File: config.mk
export PLATFORM = sky130hd
export DESIGN_NAME = add_sub_accumulator
export DESIGN_NICKNAME = d
export VERILOG_FILES = /design/src/rtl/add_sub_accumulator.sv
export SDC_FILE = /design/constraint.sdc
export NUM_CORES = 1
export LEC_CHECK = 0
export ABC_CLOCK_PERIOD_IN_PS = 3900
export CAP_MARGIN = 10
export CELL_PAD_IN_SITES_DETAIL_PLACEMENT = 0
export CELL_PAD_IN_SITES_GLOBAL_PLACEMENT = 1
export CORE_ASPECT_RATIO = 1.75
export CORE_MARGIN = 2
export CORE_UTILIZATION = 41
export CTS_BUF_LIST = sky130_fd_sc_hd__clkbuf_4
export DETAILED_ROUTE_END_ITERATION = 7
export PLACE_DENSITY_LB_ADDON = 0.1
export SLEW_MARGIN = 20
export SYNTH_ARGS = -nofsm -noshare
export SYNTH_HDL_FRONTEND = slang
export SYNTH_SLANG_ARGS = --single-unit
File: constraint.sdc
create_clock -name clk -period 3.9 [get_ports clk]
set_input_delay 0.975 -clock clk [delete_from_list [all_inputs] [get_ports clk]]
set_output_delay 0.975 -clock clk [all_outputs]
set_load 0.05 [all_outputs]
File: src/rtl/add_sub_accumulator.sv
// add_sub_accumulator: frames of NUM_OPS add/subtract steps into an NUM_BIT
// accumulator with carry, sticky signed-overflow, zero and negative flags.
// The result is held in DONE until the consumer handshakes it away.
module add_sub_accumulator #(
  parameter int unsigned NUM_BIT = 8,
  parameter int unsigned NUM_OPS = 4
) (
  input  logic               clk,
  input  logic               rst_n,
  input  logic               clr,
  input  logic               in_valid,
  output logic               in_ready,
  input  logic               m,
  input  logic [NUM_BIT-1:0] operand,
  output logic               out_valid,
  input  logic               out_ready,
  output logic [NUM_BIT-1:0] acc_out,
  output logic               c_flag,
  output logic               v_flag,
  output logic               z_flag,
  output logic               n_flag
);

  localparam int unsigned CW = $clog2(NUM_OPS + 1);
  localparam logic [CW-1:0] LAST = CW'(NUM_OPS - 1);

  typedef enum logic {
    ACC  = 1'b0,
    DONE = 1'b1
  } state_t;

  state_t             state_q, state_d;
  logic [CW-1:0]      cnt_q, cnt_d;
  logic [NUM_BIT-1:0] acc_q, acc_d;
  logic               c_q, c_d;
  logic               v_q, v_d;

  logic [NUM_BIT-1:0] addend;
  logic [NUM_BIT:0]   sum;
  logic               step_ovf;
  logic               accept;
  logic               release_res;

  // Subtract is acc + ~operand + 1; overflow when both addends share a sign
  // that the result does not.
  always_comb begin
    addend   = m ? ~operand : operand;
    sum      = {1'b0, acc_q} + {1'b0, addend} + {{NUM_BIT{1'b0}}, m};
    step_ovf = (acc_q[NUM_BIT-1] == addend[NUM_BIT-1]) &&
               (sum[NUM_BIT-1] != acc_q[NUM_BIT-1]);
  end

  assign accept      = in_valid && (state_q == ACC);
  assign release_res = out_ready && (state_q == DONE);

  // Next-state selection: clr overrides both accept and result handshake.
  always_comb begin
    state_d = state_q;
    cnt_d   = cnt_q;
    acc_d   = acc_q;
    c_d     = c_q;
    v_d     = v_q;
    if (clr || release_res) begin
      state_d = ACC;
      cnt_d   = '0;
      acc_d   = '0;
      c_d     = 1'b0;
      v_d     = 1'b0;
    end else if (accept) begin
      acc_d = sum[NUM_BIT-1:0];
      c_d   = sum[NUM_BIT];
      v_d   = v_q | step_ovf;
      cnt_d = cnt_q + 1'b1;
      if (cnt_q == LAST) begin
        state_d = DONE;
      end
    end
  end

  // State registers with asynchronous active-low reset.
  always_ff @(posedge clk or negedge rst_n) begin
    if (!rst_n) begin
      state_q <= ACC;
      cnt_q   <= '0;
      acc_q   <= '0;
      c_q     <= 1'b0;
      v_q     <= 1'b0;
    end else begin
      state_q <= state_d;
      cnt_q   <= cnt_d;
      acc_q   <= acc_d;
      c_q     <= c_d;
      v_q     <= v_d;
    end
  end

  assign in_ready  = (state_q == ACC);
  assign out_valid = (state_q == DONE);
  assign acc_out   = acc_q;
  assign c_flag    = c_q;
  assign v_flag    = v_q;
  assign z_flag    = (acc_q == '0);
  assign n_flag    = acc_q[NUM_BIT-1];

endmodule

==> key figures <==
Outcome
  • Status: complete, no violations

Finish
  • Commonest non-fill, non-tap cells in the layout: 27 x clkdlybuf4s50_1, 14 x dfrtp_1, 12 x nor2_1
  • Reg area: 350.3 um^2
  • Ant diodes: 0
  • Finished Layout Cells: 160
  • Area grow syn2layout: 28.47%
  • FILL cells: 241
  • Final nets: 159
  • Layout cell share with drive strength beyond 1: 0.08955
  • Commonest non-fill, non-tap cell in the layout: clkdlybuf4s50_1
  • Post-route cell area: 1366 um^2
  • Multi-input logic area: 664.4 um^2

Die
  • Die W: 42.50 um
  • Initial Util: 0.4267
  • Die H: 71.38 um
  • Core ar.: 2492 um^2
  • Std-Cell Rows: 24
  • Ports: 28
  • Die Area: 3033 um^2

Setup path
  • CP endpoint kind: register
  • Cells on worst reg2reg path: 7
  • Crit path launch: m
  • FF-to-FF setup slack: 1.68 ns
  • Worst Path Required: 4.11 ns
  • Reg2reg start: acc_out[0]
  • Critical Path Fanout Max: 8
  • Max incr delay on CP: 0.61 ns
  • CP max stage cell: clkdlybuf4s50_1
  • Critical Path, Cell by Cell: clkdlybuf4s50_1 > mux2_4 > fa_1 > a21o_1 > a21o_1 > a2111oi_0 > a211oi_1 > o21ai_1
  • Critical path class: in2reg
  • Arr. time, crit path: 3.41 ns
  • Critical R2R Capture: acc_out[6]
  • Cell mode on critical path: a21o_1
  • Worst setup SP type: input pin
  • End of the critical path: acc_out[6]

Pwr
  • NetSw: 0.2921 mW
  • Pwr dens: 474.1 nW/um^2
  • Reported leakage power: 0.6274 nW
  • Comb power frac: 0.576
  • Clk pwr share: 0.128
  • Sw Share: 0.4510
  • Part of the power in registers: 0.296
  • Internal power: 0.3556 mW
  • Maximum VDD drop: 0.2160 mV
  • Total chip power: 0.6477 mW

Yosys
  • Post-Syn Area: 1064 um^2
  • Mapped Cells: 106
  • Post-Syn Nets: 130
  • Seq cells post-synth: 14
  • Yosys top cell area share: 0.3294
  • Seq/Total Area, Yosys: 0.3294
  • Unique masters post-synth: 36
  • Area leader, netlist: dfrtp_1
  • Mapped Avg Cell Area: 10.03 um^2
  • Synth top area cells: dfrtp_1 33%, ha_1 11%, xor2_1 9.1%, nor2_1 4.2%, a21o_1 3.5%
  • Yosys warns: 0

Clock network
  • CTS resizes: 0
  • H-tree levels: 1
  • Num Clock Sinks: 14
  • Worst-Skew Late Latency: 0.28 ns
  • Max clock buf depth: 2
  • Clock transition at the registers of the reported paths: 0.09 ns
  • Post-CTS Setup Inserts: 0
  • Clock buffers created by TritonCTS: 3
  • Hold_buf cts: 0
  • CTS tree: yes
  • Clock Tree Root: clkbuf_4

Placement
  • Placed cell count: 156
  • Port Buf Inserts: 27
  • Placed inst area: 1340 um^2
  • GPL Wtd Cong: 0.7439
  • Detailed Place HPWL: 2000 um

Worst hold path
  • Hold Crit Class: reg2reg

Routing
  • First-pass iteration count of the detailed router: 4
  • DRT iter0 DRCs: 6
  • Routed WL: 2494 um
  • DRT antenna net count: 0
  • Vias: 851
  • Vias per inst: 5.319
  • Number of remaining DRC errors: 0
  • DR WL/cell: 15.59 um

Global route
  • GRT overflow: 0
  • Largest net degree at the start of global routing: 15
  • Total GRT Usage: 0.1801
  • Vias in the first global route: 848
  • Antenna violations before repair: 0
  • First-pass GRT wire length: 4043 um

Timing
  • Final Max Slew Viols: 0
  • Post-route clock skew: 0.007615 ns
  • Slew HR: 0.5857
  • Fin Setup TNS: 0 ns
  • Minimum clock period: 3.199 ns
  • FMAX: 312.6 MHz
  • Final Hold Viols: 0
  • Hold WS: 0.5293 ns
  • Final setup vio count: 0
  • Worst Tran Pin Value: 0.6196 ns
  • Period utilization: 0.8203
  • Unrepaired setup endpoints after global routing: false

Job
  • Max Cap Viol: 0
[worst max-delay path, delay by kind of cell]
family	cells	cell delay (ns)
adder cells (fa/ha/maj)	1	0.42
multiplexers	1	0.39
buffers and inverters	1	0.61
AO/OA/AOI/OAI	5	1.01
[state kept, by name, indices dropped and copies added (netlist names)]
signal	count
out_valid	1
c_flag	1
v_flag	1
cnt_q	3
acc_out	8
[power by group through the flow]
stage | Combinational [mW] | Clock [mW] | Sequential [mW]
2_1_floorplan | 0.209 | 0 | 0.254
3_3_place_gp | 0.368 | 0 | 0.194
3_5_place_dp | 0.373 | 0 | 0.195
4_1_cts | 0.376 | 0.0842 | 0.192
5_1_grt | 0.404 | 0.0902 | 0.196
6_report | 0.373 | 0.0830 | 0.191
[area by class of cell]
type | count | area share
Clock buffer | 3 | 0.01648
Timing Repair Buffer | 28 | 0.2033
Inverter | 4 | 0.01099
Clock inverter | 1 | 0.002747
Tap cell | 26 | 0.02381
Sequential cell | 14 | 0.2564
Multi-Input combinational cell | 84 | 0.4863
[metrics by stage]
| step | setup WS, ns | utilization |
|---|---|---|
| after CTS | 0.7016 | 0.5482 |
| final | 0.7008 | 0.5482 |
| after global placement | 0.5045 | 0.5377 |
| after global routing | 0.6332 | 0.5482 |
| after floorplan | 1.115 | - |
| after detailed placement | 0.4312 | 0.5377 |
[how the worst min path moves through the flow]
stage | startpoint | cells past startpoint | slack, ns | end
final | cnt_q[1] | 2 | 0.53 | cnt_q[1]
after global routing | cnt_q[1] | 2 | 0.57 | cnt_q[1]
after global placement | cnt_q[1] | 2 | 0.51 | cnt_q[1]
after floorplan | cnt_q[1] | 2 | 0.49 | cnt_q[1]
after detailed placement | cnt_q[1] | 2 | 0.52 | cnt_q[1]
after CTS | cnt_q[1] | 2 | 0.54 | cnt_q[1]
[cells in the mapped netlist, drive strengths merged]
library cell,n
nor2b,4
a21oi,3
o21a,1
fa,1
a211oi,3
or4,3
nand2,7
and2,1
o211ai,1
inv,4
o31ai,1
mux2,1
mux2i,2
a31o,2
nand3,1
nor2,13
a2111oi,1
a31oi,2
xor2,11
and4,1
a221o,1
dfrtp,14
nand2b,1
xnor2,3
clkbuf,1
o21ai,5
a21o,6
buf,3
ha,9
[per-layer routing]
| metal | wire length, um | global-route usage | vias up |
|---|---|---|---|
| met3 | 39 | 0.01763 | 2 |
| met5 | 0 | 0 | - |
| li1 | - | - | 432 |
| met4 | 34 | 0.08333 | 0 |
| met1 | 920 | 0.1844 | 401 |
| met2 | 1500 | 0.3504 | 16 |
[kinds of logic (layout without fill, tap and decap cells)]
logic type	count (synthesis)	count (layout)	share of synthesized area
AO/OA/AOI/OAI	26	26	0.2024
AND/OR/NAND/NOR	31	31	0.1494
XOR/XNOR	14	14	0.1153
flip-flops	14	14	0.3294
multiplexers	3	3	0.03294
buffers and inverters	8	36	0.04588
adder cells (fa/ha/maj)	10	10	0.1247
(Power assumes the default switching activity.)
